--- src/rtl/multicycle_control_if.sv ---
`default_nettype none
// ============================================================================
// Module      : multicycle_control_if
// Description : Unified-memory request/ready handshake between the
//               multi-cycle sequencer (master) and memory (slave).
// Revision    : 1.0  initial release
// ============================================================================
interface multicycle_control_if;
    logic mem_req;      // access active
    logic mem_read;     // data load
    logic mem_write;    // data store
    logic mem_ready;    // memory completes the current access this cycle

    modport master (output mem_req, output mem_read, output mem_write, input mem_ready);
    modport slave  (input mem_req, input mem_read, input mem_write, output mem_ready);
endinterface
`default_nettype wire

--- src/rtl/multicycle_control.sv ---
`default_nettype none
// ============================================================================
// Module      : multicycle_control
// Description : Multi-cycle RV32 sequencer. Steps the shared datapath through
//               fetch/decode/execute/memory/write-back, counts retired
//               instructions and traps on illegal opcodes or memory timeout.
// Revision    : 1.0  initial release
// ============================================================================
module multicycle_control #(
    parameter int MEM_TIMEOUT = 16
) (
    input  logic                        clk,
    input  logic                        rst,
    multicycle_control_if.master        mem,
    input  logic [6:0]                  opcode,
    input  logic                        branch_taken,
    output logic                        ir_write,
    output logic                        alu_src,
    output logic [3:0]                  alu_op,
    output logic                        reg_write,
    output logic [1:0]                  mem_to_reg,
    output logic                        branch,
    output logic                        pc_write,
    output logic [1:0]                  pc_src,
    output logic                        instr_done,
    output logic [31:0]                 instr_count,
    output logic                        illegal,
    output logic                        bus_error
);

    typedef enum logic [3:0] {
        S_IDLE   = 4'd0,
        S_FETCH  = 4'd1,
        S_DECODE = 4'd2,
        S_EXEC_R = 4'd3,
        S_EXEC_I = 4'd4,
        S_WB_ALU = 4'd5,
        S_ADDR   = 4'd6,
        S_MEM_RD = 4'd7,
        S_WB_MEM = 4'd8,
        S_MEM_WR = 4'd9,
        S_BRANCH = 4'd10,
        S_JAL    = 4'd11,
        S_JALR   = 4'd12,
        S_TRAP   = 4'd13
    } state_t;

    localparam logic [6:0] c_op_r     = 7'b0110011;
    localparam logic [6:0] c_op_i     = 7'b0010011;
    localparam logic [6:0] c_op_load  = 7'b0000011;
    localparam logic [6:0] c_op_store = 7'b0100011;
    localparam logic [6:0] c_op_br    = 7'b1100011;
    localparam logic [6:0] c_op_jal   = 7'b1101111;
    localparam logic [6:0] c_op_jalr  = 7'b1100111;
    // Counter value on the last permitted wait cycle; not-ready here traps.
    localparam logic [7:0] c_wait_last = 8'(MEM_TIMEOUT - 1);

    state_t      r_state;
    state_t      w_next;
    logic [7:0]  r_wait_cnt;
    logic        r_is_load;
    logic        r_mem_req, r_mem_read, r_mem_write;
    logic        r_alu_src;
    logic [3:0]  r_alu_op;
    logic        r_reg_write;
    logic [1:0]  r_mem_to_reg;
    logic        r_branch;
    logic        r_pc_write;
    logic [1:0]  r_pc_src;
    logic        r_retire;
    logic [31:0] r_instr_count;
    logic        r_illegal;
    logic        r_bus_error;
    logic        w_in_wait;
    logic        w_timeout;
    logic        w_store_done;

    assign w_in_wait    = (r_state == S_FETCH) || (r_state == S_MEM_RD) || (r_state == S_MEM_WR);
    assign w_timeout    = w_in_wait && !mem.mem_ready && (r_wait_cnt == c_wait_last);
    assign w_store_done = (r_state == S_MEM_WR) && mem.mem_ready;

    // Next-state selection; ready beats timeout on the same cycle.
    always_comb begin
        w_next = r_state;
        case (r_state)
            S_IDLE:   w_next = S_FETCH;
            S_FETCH: begin
                if (mem.mem_ready)  w_next = S_DECODE;
                else if (w_timeout) w_next = S_TRAP;
            end
            S_DECODE: begin
                case (opcode)
                    c_op_r:                w_next = S_EXEC_R;
                    c_op_i:                w_next = S_EXEC_I;
                    c_op_load, c_op_store: w_next = S_ADDR;
                    c_op_br:               w_next = S_BRANCH;
                    c_op_jal:              w_next = S_JAL;
                    c_op_jalr:             w_next = S_JALR;
                    default:               w_next = S_TRAP;
                endcase
            end
            S_EXEC_R, S_EXEC_I: w_next = S_WB_ALU;
            S_ADDR:   w_next = r_is_load ? S_MEM_RD : S_MEM_WR;
            S_MEM_RD: begin
                if (mem.mem_ready)  w_next = S_WB_MEM;
                else if (w_timeout) w_next = S_TRAP;
            end
            S_MEM_WR: begin
                if (mem.mem_ready)  w_next = S_FETCH;
                else if (w_timeout) w_next = S_TRAP;
            end
            S_WB_ALU, S_WB_MEM, S_BRANCH, S_JAL, S_JALR: w_next = S_FETCH;
            S_TRAP:   w_next = S_TRAP;
            default:  w_next = S_IDLE;
        endcase
    end

    // State, bookkeeping and Moore outputs registered for the state being entered.
    always_ff @(posedge clk) begin
        if (rst) begin
            r_state       <= S_IDLE;
            r_wait_cnt    <= '0;
            r_is_load     <= 1'b0;
            r_mem_req     <= 1'b0;
            r_mem_read    <= 1'b0;
            r_mem_write   <= 1'b0;
            r_alu_src     <= 1'b0;
            r_alu_op      <= 4'b0000;
            r_reg_write   <= 1'b0;
            r_mem_to_reg  <= 2'b00;
            r_branch      <= 1'b0;
            r_pc_write    <= 1'b0;
            r_pc_src      <= 2'b00;
            r_retire      <= 1'b0;
            r_instr_count <= '0;
            r_illegal     <= 1'b0;
            r_bus_error   <= 1'b0;
        end else begin
            r_state <= w_next;

            if (w_in_wait && !mem.mem_ready && !w_timeout) r_wait_cnt <= r_wait_cnt + 8'd1;
            else                                          r_wait_cnt <= '0;

            // opcode is only trusted in DECODE, so remember load vs store here.
            if (r_state == S_DECODE) r_is_load <= (opcode == c_op_load);
            if (r_state == S_DECODE && w_next == S_TRAP) r_illegal <= 1'b1;
            if (w_timeout) r_bus_error <= 1'b1;
            if (instr_done) r_instr_count <= r_instr_count + 32'd1;

            r_mem_req    <= 1'b0;
            r_mem_read   <= 1'b0;
            r_mem_write  <= 1'b0;
            r_reg_write  <= 1'b0;
            r_mem_to_reg <= 2'b00;
            r_branch     <= 1'b0;
            r_pc_write   <= 1'b0;
            r_pc_src     <= 2'b00;
            r_retire     <= 1'b0;
            // WB_ALU keeps whatever ALU setup its EXEC state chose.
            if (w_next != S_WB_ALU) begin
                r_alu_op  <= 4'b0000;
                r_alu_src <= 1'b0;
            end

            case (w_next)
                S_FETCH:  r_mem_req <= 1'b1;
                S_EXEC_R: begin r_alu_op <= 4'b0010; r_alu_src <= 1'b0; end
                S_EXEC_I: begin r_alu_op <= 4'b0011; r_alu_src <= 1'b1; end
                S_WB_ALU: begin r_reg_write <= 1'b1; r_pc_write <= 1'b1; r_retire <= 1'b1; end
                S_ADDR:   r_alu_src <= 1'b1;
                S_MEM_RD: begin r_mem_req <= 1'b1; r_mem_read <= 1'b1; r_alu_src <= 1'b1; end
                S_WB_MEM: begin
                    r_reg_write <= 1'b1; r_mem_to_reg <= 2'b01; r_pc_write <= 1'b1; r_retire <= 1'b1;
                end
                S_MEM_WR: begin r_mem_req <= 1'b1; r_mem_write <= 1'b1; r_alu_src <= 1'b1; end
                S_BRANCH: begin
                    r_branch <= 1'b1; r_alu_op <= 4'b0001; r_pc_write <= 1'b1; r_retire <= 1'b1;
                end
                S_JAL: begin
                    r_reg_write <= 1'b1; r_mem_to_reg <= 2'b10; r_pc_write <= 1'b1;
                    r_pc_src <= 2'b01; r_retire <= 1'b1;
                end
                S_JALR: begin
                    r_alu_src <= 1'b1; r_reg_write <= 1'b1; r_mem_to_reg <= 2'b10;
                    r_pc_write <= 1'b1; r_pc_src <= 2'b10; r_retire <= 1'b1;
                end
                default: ;
            endcase
        end
    end

    // Wait-state strobes are qualified by the live ready; branch target by the live compare.
    assign mem.mem_req   = r_mem_req;
    assign mem.mem_read  = r_mem_read;
    assign mem.mem_write = r_mem_write;
    assign ir_write      = (r_state == S_FETCH) && mem.mem_ready;
    assign alu_src       = r_alu_src;
    assign alu_op        = r_alu_op;
    assign reg_write     = r_reg_write;
    assign mem_to_reg    = r_mem_to_reg;
    assign branch        = r_branch;
    assign pc_write      = r_pc_write | w_store_done;
    assign pc_src        = {r_pc_src[1], r_pc_src[0] | (r_branch & branch_taken)};
    assign instr_done    = r_retire | w_store_done;
    assign instr_count   = r_instr_count;
    assign illegal       = r_illegal;
    assign bus_error     = r_bus_error;

endmodule
`default_nettype wire

--- src/flat_wrapper.sv ---
// flat-port wrapper written by rule: the top's interface ports become plain ports
module multicycle_control_flat 
#(
    parameter int MEM_TIMEOUT = 16
)
  (clk, rst, opcode, branch_taken, ir_write, alu_src, alu_op, reg_write, mem_to_reg, branch, pc_write, pc_src, instr_done, instr_count, illegal, bus_error, mem_mem_req, mem_mem_read, mem_mem_write, mem_mem_ready);
  multicycle_control_if mem_i ();
  input  logic clk;
  input  logic rst;
  input  logic [6:0] opcode;
  input  logic branch_taken;
  output logic ir_write;
  output logic alu_src;
  output logic [3:0] alu_op;
  output logic reg_write;
  output logic [1:0] mem_to_reg;
  output logic branch;
  output logic pc_write;
  output logic [1:0] pc_src;
  output logic instr_done;
  output logic [31:0] instr_count;
  output logic illegal;
  output logic bus_error;
  output wire logic [$bits(mem_i.mem_req)-1:0] mem_mem_req;
  output wire logic [$bits(mem_i.mem_read)-1:0] mem_mem_read;
  output wire logic [$bits(mem_i.mem_write)-1:0] mem_mem_write;
  input wire logic [$bits(mem_i.mem_ready)-1:0] mem_mem_ready;
  assign mem_mem_req = mem_i.mem_req;
  assign mem_mem_read = mem_i.mem_read;
  assign mem_mem_write = mem_i.mem_write;
  assign mem_i.mem_ready = mem_mem_ready;
  multicycle_control #(.MEM_TIMEOUT(MEM_TIMEOUT)) u_core (.clk(clk), .rst(rst), .mem(mem_i), .opcode(opcode), .branch_taken(branch_taken), .ir_write(ir_write), .alu_src(alu_src), .alu_op(alu_op), .reg_write(reg_write), .mem_to_reg(mem_to_reg), .branch(branch), .pc_write(pc_write), .pc_src(pc_src), .instr_done(instr_done), .instr_count(instr_count), .illegal(illegal), .bus_error(bus_error));
endmodule
--- config.mk ---
export PLATFORM = sky130hd
export DESIGN_NAME = multicycle_control_flat
export DESIGN_NICKNAME = d
export VERILOG_FILES = /design/src/rtl/multicycle_control_if.sv /design/src/rtl/multicycle_control.sv /design/src/flat_wrapper.sv
export SDC_FILE = /design/constraint.sdc
export NUM_CORES = 1
export LEC_CHECK = 0
export ABC_AREA = 1
export CELL_PAD_IN_SITES_DETAIL_PLACEMENT = 2
export CELL_PAD_IN_SITES_GLOBAL_PLACEMENT = 2
export CORE_UTILIZATION = 30
export DETAILED_ROUTE_END_ITERATION = 10
export GPL_TIMING_DRIVEN = 0
export PLACE_DENSITY = 0.89
export SETUP_SLACK_MARGIN = 0.05
export SLEW_MARGIN = 5
export SYNTH_ARGS = -nofsm -noshare
export SYNTH_HDL_FRONTEND = slang
export SYNTH_SLANG_ARGS = --single-unit
--- constraint.sdc ---
create_clock -name clk -period 4.5 [get_ports clk]
set_input_delay 1.35 -clock clk [delete_from_list [all_inputs] [get_ports clk]]
set_output_delay 1.35 -clock clk [all_outputs]
set_load 0.01 [all_outputs]
# After elaboration in Yosys (flattened, before gate mapping)
# Index checks and enable logic that the tools add are counted.
# totals
latch_bits	0
inputBits	11
word_cells	97
regBits	62
ramBits	0
n_memories	0
mem_bits_ro	0
# op_classes
multipliers	0
n_mux	19
eq_ne	34
reduce_logical	22
div	0
n_shift	0
magnitude_cmp	0
add_sub_neg	2
bitwise_logic	4
# ops
operator	n
4-bit equality test (second input constant)	12
32-bit by 1-bit adder with 32-bit output (second input constant)	1
4-bit by 3-bit equality test with 1-bit output (second input constant)	8
4-bit case mux with 8 select lines	1
4-bit 2-to-1 mux	6
4-bit case mux with 6 select lines	1
7-bit equality test (second input constant)	3
7-bit by 6-bit equality test with 1-bit output (second input constant)	2
4-bit by 2-bit equality test with 1-bit output (second input constant)	3
4-bit case mux with 3 select lines	1
5-bit OR reduction	2
8-bit by 1-bit adder with 8-bit output (second input constant)	1
4-bit by 1-bit equality test with 1-bit output (second input constant)	2
8-bit by 4-bit equality test with 1-bit output (second input constant)	1
2-bit case mux with 2 select lines	2
2-bit OR reduction	4
7-bit by 2-bit equality test with 1-bit output (second input constant)	1
7-bit by 5-bit equality test with 1-bit output (second input constant)	1
1-bit 2-to-1 mux	7
1-bit logical AND	6
6-bit OR reduction	1
4-bit logical NOT	1
4-bit by 3-bit inequality test with 1-bit output (second input constant)	1
4-bit nonzero test	1
9 further kinds	12

# Logic depth before layout (Yosys ltp)
# Gate-level depths: netlist of run 1.
# depth
ltp_word	11
ltp_mapped	15

# Worst setup path before layout of run 1
# Ideal clock, no wire load.
# synth_timing
path_type	input port to output port
from	input mem_mem_ready
to	output pc_write
t_required_ns	3.150
cell_stages	5
n_path_buf	3
path_slack_ns	1.022
t_arrival_ns	2.128
path_cell_list	nand2_2 -> nand2_2 -> buf_6 -> clkbuf_1 -> buf_4
# synth_between
elab_chain_len	2
# synth_rtl
item	line_no	rtl
from (decl)	flat_wrapper.sv:27	input wire logic [$bits(mem_i.mem_ready)-1:0] mem_mem_ready;
1-bit logical AND	multicycle_control.sv:80	assign w_store_done = (r_state == S_MEM_WR) && mem.mem_ready;
1-bit bitwise OR	-	
to (decl)	flat_wrapper.sv:18	output logic pc_write;
# Every way passes these cells.

# Worst setup path after layout of run 1
# Same ends and word-level chain as after synthesis.

==> results.yml, run 1 <==
yosys:
  ys_warn_count: 0
  synth_seq_area_share: 0.365
  synth_area_leaders: "dfxtp_1 (36%), nand2_1 (15%), nor2_1 (8.8%)"
  yosysTopAreaCell: "dfxtp_1"
  yosysTopAreaCellShare: 0.365
  synth_area_um2: 3290
  synth_seq_cells: 60
  synth_cell_types: 34
  synth_area_per_cell_um2: 6.54
  synthCells: 504
min_path:
  hold_path_class: "reg2reg"
  worstHoldStart: "u_core.r_wait_cnt[0]"
floorplanning:
  die-area_um2: 11400
  die_y_um: 107
  die_x_um: 107
  boundaryPins: 62
  core_area_um2: 10500
  rows: 37
  start_util: 0.315
clocking:
  clockBufferDepth: 2
  clockRootBuffer: "clkbuf_8"
  cts_resized: 0
  post_cts_buffers: 0
  cts_tree: "done"
  clk_pin_slew_ns: 0.07
  cts_made_buffers: 9
  cts_hold_buf: 0
  cts_sinks: 60
  htreeDepth: 3
  insertion_delay_ns: 0.34
pwr:
  pwr-share-seq: 0.437
  p_per_area_nw_per_um2: 316
  p_leak_nw: 1.67
  comb_power_share: 0.231
  p_sw_mw: 0.449
  clkPwrFrac: 0.332
  internal-power_mw: 0.881
  swShare: 0.338
  peakVddDrop_v: 0.000113
status:
  status: "finished, final reports clean"
final_layout:
  seq_area_um2: 1200
  fin_util: 0.403
  largest_register_ffs: 32
  antenna_cells: 0
  final_common_cell: "nand2_1"
  n_fill_cell: 1292
  multiInputGateArea_um2: 1790
  layout_common_cells: "nand2_1 (129), nor2_1 (77), dfxtp_1 (60)"
  fin_area_um2: 4210
  drive_gt1_frac: 0.0934
  synthToLayoutAreaGrowth_pct: 27.9
  final_net_count: 586
grt:
  grt_util_all_layers: 0.222
  overflow: 0
  grt_max_degree: 21
  grt_first_pass_wirelength_um: 19700
  antenna_found_initial: 0
  grt_pass1_vias: 3866
route:
  routed_wl_um: 11800
  drcViolationCount: 0
  drt_iter0_markers: 86
  num_vias: 3550
  via_per_inst: 4.97
  wl_per_cell_um: 16.6
  ant_nets: 0
  dr.pass1.iters: 4
worst_setup_path:
  endpoint_kind: "output port"
  critPathKind: "in2out"
  r2r_start: "u_core.instr_count[6]"
  crit_fanout: 20
  critPathArrivalTime_ns: 2.97
  cp-startpoint: "mem_mem_ready"
  cp.required_ns: 3.15
  startpoint_type: "input port"
placement:
  portBuffers: 58
  gp_routability_congestion: 0.833
  dpl_worst_slack_ns: -0.279
  hpwlAfterDp_um: 9180
  dpl_cell_area_um2: 4050
sta:
  rsz0062_at_grt: "false"
  fin_skew_ns: 0.0122
  fin_crit_sh: 0.961
  finalCriticalPeriod_ns: 4.32
  drv_slew: 0
  setup_violations: 0
  finalSetupTns_ns: 0
  slew_headroom: 0.569
  hold_viol_final: 0
  setup_ws_ns: 0.176
  fmax_ghz: 0.231
  worstMarginPinSlew_ns: 0.646
job:
  drv_cap: 0
## power groups by stage
stage	Sequential [mW]	Clock (mW)	Combinational, mW
after floorplan	0.593	0	0.190
after global placement	0.593	0	0.295
after detailed placement	0.594	0	0.309
after CTS	0.582	0.448	0.311
after global routing	0.584	0.474	0.343
final	0.581	0.441	0.308
## cell usage after synthesis
library cell / count
clkbuf_1: 7
nor2_1: 77
nand3b_1: 2
dfxtp_1: 60
xor2_1: 12
nand4_1: 10
buf_2: 1
inv_1: 57
nor4_1: 4
and3_1: 2
xnor2_1: 4
a21oi_1: 31
nor3_2: 1
nor3b_1: 2
ha_1: 2
o21ai_0: 14
a31oi_1: 1
o21a_1: 1
nor3_1: 13
nand2_4: 2
a21o_1: 1
nor2_4: 5
buf_6: 1
nand3_1: 29
inv_2: 5
o211ai_1: 1
nand3_2: 2
a211oi_1: 2
nand2_2: 12
conb_1: 1
nand2_1: 129
o21ai_1: 3
nor2_2: 6
buf_4: 4
## critical path, stage by stage
cell and delay (ns):
clkdlybuf4s50_1 0.55, nand2_2 0.11, nand2_2 0.09, buf_6 0.20, buf_4 0.13, clkdlybuf4s50_1 0.52
## area by class of cell
cell class              instances  share of cell area
plain buffers                  12              0.0163
clock buffers                  11              0.0336
clock inverters                 5             0.00653
inverters                      62              0.0552
multi-input cells             370               0.425
flip-flops and latches         60               0.285
well taps                     136              0.0404
repair buffers                 58               0.138
## path summary, 6_finish.rpt
check | depth (start not counted) | slack [ns] | to
max | 6 | 0.18 | pc_write
min | 1 | 0.47 | u_core.r_wait_cnt[0]
max reg2reg | 10 | 2.43 | u_core.instr_count[30]
min reg2reg | 1 | 0.47 | u_core.r_wait_cnt[0]
## kinds of logic (layout without fill, tap and decap cells)
logic type | Yosys count | in the layout | share of synthesized area
simple gates | 296 | 296 | 0.405
buf+inv | 75 | 148 | 0.0927
flops | 60 | 60 | 0.365
compound gates | 54 | 54 | 0.0862
xor+xnor | 16 | 16 | 0.0425
fa+ha+maj | 2 | 2 | 0.00759
other cells | 1 | 2 | 0.00114
## per-stage QoR
stage	hold WS [ns]	power [mW]	std cells
2_1_floorplan	0.418	0.784	505
3_5_place_dp	0.465	0.903	699
6_report	0.472	1.33	714
3_3_place_gp	0.428	0.888	699
4_1_cts	0.475	1.34	714
5_1_grt	0.495	1.40	714
## layer usage
layer | part of all wire | global-route usage
met3 | 0.028 | 0.0340
met4 | 0.013 | 0.0616
met1 | 0.45 | 0.268
met5 | 0 | 0
met2 | 0.51 | 0.405
No activity file was read; power rests on OpenSTA's default activity.
==> run 2, diff against run 1 <==
ABC_AREA = not set   (was 1)
PLACE_DENSITY = 0.83   (was 0.89)
==> run 2 against run 1 <==
Global-route usage shrank 2.3 points. Sequential share of layout area increased by 2.4 points. Flip-flop and latch count stayed put. Die area is 11% lower. Via count decreased by 23%. Final cell count shrank 24%. Critical path type unchanged. Final area down 7.9%. Largest power group unchanged. Utilization increased by 1.1 points. Critical path depth decreased by 1. Register-to-register slack lost 0.26 ns. Critical endpoint unchanged.
==> results.yml, run 2 <==
route:
  routed_wl_um: 9430
  drt_iter0_markers: 58
  ant_nets: 0
  num_vias: 2731
  wl_per_cell_um: 17.5
  drcViolationCount: 0
  via_per_inst: 5.06
  dr.pass1.iters: 6
pwr:
  peakVddDrop_v: 0.000147
  p_leak_nw: 1.35
  p_per_area_nw_per_um2: 286
worst_setup_path:
  startpoint_type: "input port"
  endpoint_kind: "output port"
  slowest_stage: "clkdlybuf4s50_1"
  r2r-end: "u_core.instr_count[20]"
  r2r_start: "u_core.r_state[1]"
  crit_fanout: 6
  cp.required_ns: 3.15
  rrSetupSlack_ns: 2.17
  critPathArrivalTime_ns: 2.83
  reg2reg_depth: 9
  cpPeakStageDelay_ns: 0.52
  cp_cell_sequence: "dlygate4sd2_1 > nand4bb_4 > o21bai_4 > buf_4 > clkdlybuf4s50_1"
  critPathKind: "in2out"
clocking:
  cts_tree: "done"
  insertion_delay_ns: 0.34
  htreeDepth: 3
  clk_pin_slew_ns: 0.07
  clockRootBuffer: "clkbuf_8"
  cts_hold_buf: 0
  cts_sinks: 60
  clockBufferDepth: 2
  cts_made_buffers: 9
grt:
  overflow: 0
  grt_pass1_vias: 2933
  grt_util_met3: 0.0409
  use_met1: 0.235
  grt_util_all_layers: 0.199
  antenna_found_initial: 0
  grt_first_pass_wirelength_um: 15500
  top_usage_layer: "met2"
  grt_max_degree: 12
  grt_use_met2: 0.350
sta:
  fin_skew_ns: 0.0156
  finalSetupTns_ns: 0
  fmax_ghz: 0.239
  hold_viol_final: 0
  drv_slew: 0
  hold_slack_ns: 0.451
  setup_violations: 0
  rsz0062_at_grt: "false"
  fin_crit_sh: 0.930
  worstMarginPinSlew_ns: 0.805
  finalCriticalPeriod_ns: 4.18
  slew_headroom: 0.449
yosys:
  yosysTopAreaCell: "dfxtp_1"
  synth_edf_count: 0
  synth_area_per_cell_um2: 8.78
  synthCells: 334
  async_flop_share: 0
  ys_warn_count: 0
  synth_seq_area_share: 0.410
  synth_cell_types: 58
  synth_area_leaders: "dfxtp_1 (41%), xnor2_1 (6.9%), nor2_1 (6.3%)"
  synth_most_common_cell: "dfxtp_1"
  synth_common_cells: "dfxtp_1 (60), nor2_1 (49), xnor2_1 (23), a21oi_1 (18), nand2_1 (18)"
  synth_area_um2: 2930
  synth_top_flop_cell: "dfxtp_1"
  synth_seq_cells: 60
  yosysTopAreaCellShare: 0.410
placement:
  portBuffers: 59
  gp_routability_congestion: 0.765
  hpwlAfterDp_um: 6650
floorplanning:
  die_x_um: 101
  start_util: 0.313
  core_area_um2: 9370
  rows: 35
  boundaryPins: 62
  die_y_um: 101
  die-area_um2: 10200
final_layout:
  synthToLayoutAreaGrowth_pct: 32.4
  layout_common_cells: "dfxtp_1 (60), clkdlybuf4s50_1 (58), nor2_1 (49)"
  final_common_cell: "dfxtp_1"
  final_net_count: 419
  largest_register_ffs: 32
  drive_gt1_frac: 0.114
  fin_util: 0.414
  antenna_cells: 0
status:
  status: "finished, final reports clean"
min_path:
  hold_path_class: "reg2reg"
  hold_path_depth: 1
  worstHoldStart: "u_core.r_wait_cnt[0]"
  hold_path_end: "u_core.r_wait_cnt[0]"
job:
  drv_cap: 0
-- run 2: cell count changes in the layout (fill, tap and decap cells not counted), moves of 6 or more --
cell | previous run | this run
inv_1 | 57 | 7
nand3_1 | 29 | 17
xnor2_1 | 4 | 23
nand2_2 | 12 | 0
a21oi_1 | 31 | 18
nor2_2 | 6 | 0
or3_1 | 0 | 9
nand2b_1 | 0 | 9
nand2_1 | 129 | 18
and3_1 | 2 | 11
nor2_1 | 77 | 49
-- run 2: routing by layer --
metal	vias to the layer above	share of wire
met4	0	0.020
li1	1302	-
met2	55	0.51
met3	13	0.031
met1	1361	0.44
met5	-	0
-- run 2: worst max-delay path by stage --
stage                     to          start  slack, ns
finish              pc_write  mem_mem_ready       0.32
global placement    pc_write  mem_mem_ready      -0.05
CTS                 pc_write  mem_mem_ready       0.32
detailed placement  pc_write  mem_mem_ready      -0.07
floorplan           pc_write  mem_mem_ready       1.24
global route        pc_write  mem_mem_ready       0.27
-- run 2: area by class of cell --
type	instances	area, um2
Clock buffer	11	151
Sequential cell	60	1200
Tap cell	129	161
Inverter	7	26.3
Fill cell	1070	5490
Clock inverter	5	36.3
Timing Repair Buffer	60	597
Buffer	18	115
Multi-Input combinational cell	250	1590
-- run 2: worst max-delay path, delay by kind of cell --
kind / cells / cell delay, ns
and+or+nand+nor: 1 / 0.19
AOI/OAI and AO/OA: 1 / 0.26
buffers and inverters: 3 / 1.03
-- run 2: power by group --
group / leakage, nW / internal (mW) / switching, mW
logic: 0.775 / 0.0468 / 0.0577
clock network: 0.0876 / 0.230 / 0.233
registers: 0.485 / 0.538 / 0.00450
-- run 2: per-stage QoR --
stage / power [mW] / instance area [um2] / cells / setup slack (ns)
after floorplan: 0.616 / 2940 / 335 / 1.24
final: 1.11 / 3880 / 540 / 0.315
after global placement: 0.655 / 3690 / 523 / -0.0518
after detailed placement: 0.659 / 3690 / 523 / -0.0711
after global routing: 1.15 / 3880 / 540 / 0.268
after CTS: 1.12 / 3880 / 540 / 0.317
-- run 2: kinds of logic after synthesis --
kind of cell,count (synthesis),share of synthesized area
buffers and inverters,25,0.0482
DFF,60,0.410
xor gates and xnor gates,30,0.0896
muxes,2,0.00683
and+or+nand+nor,162,0.311
other,1,0.00128
adders and majority gates,3,0.0119
AOI/OAI and AO/OA,51,0.122
-- run 2: what timing repair did --
| item | CTS | global route |
|---|---|---|
| hold endpoints to repair | 0 | 0 |
| setup endpoints to repair | 2 | 0 |
| buffers inserted | 1 | 0 |
| resized for setup | 1 | 0 |
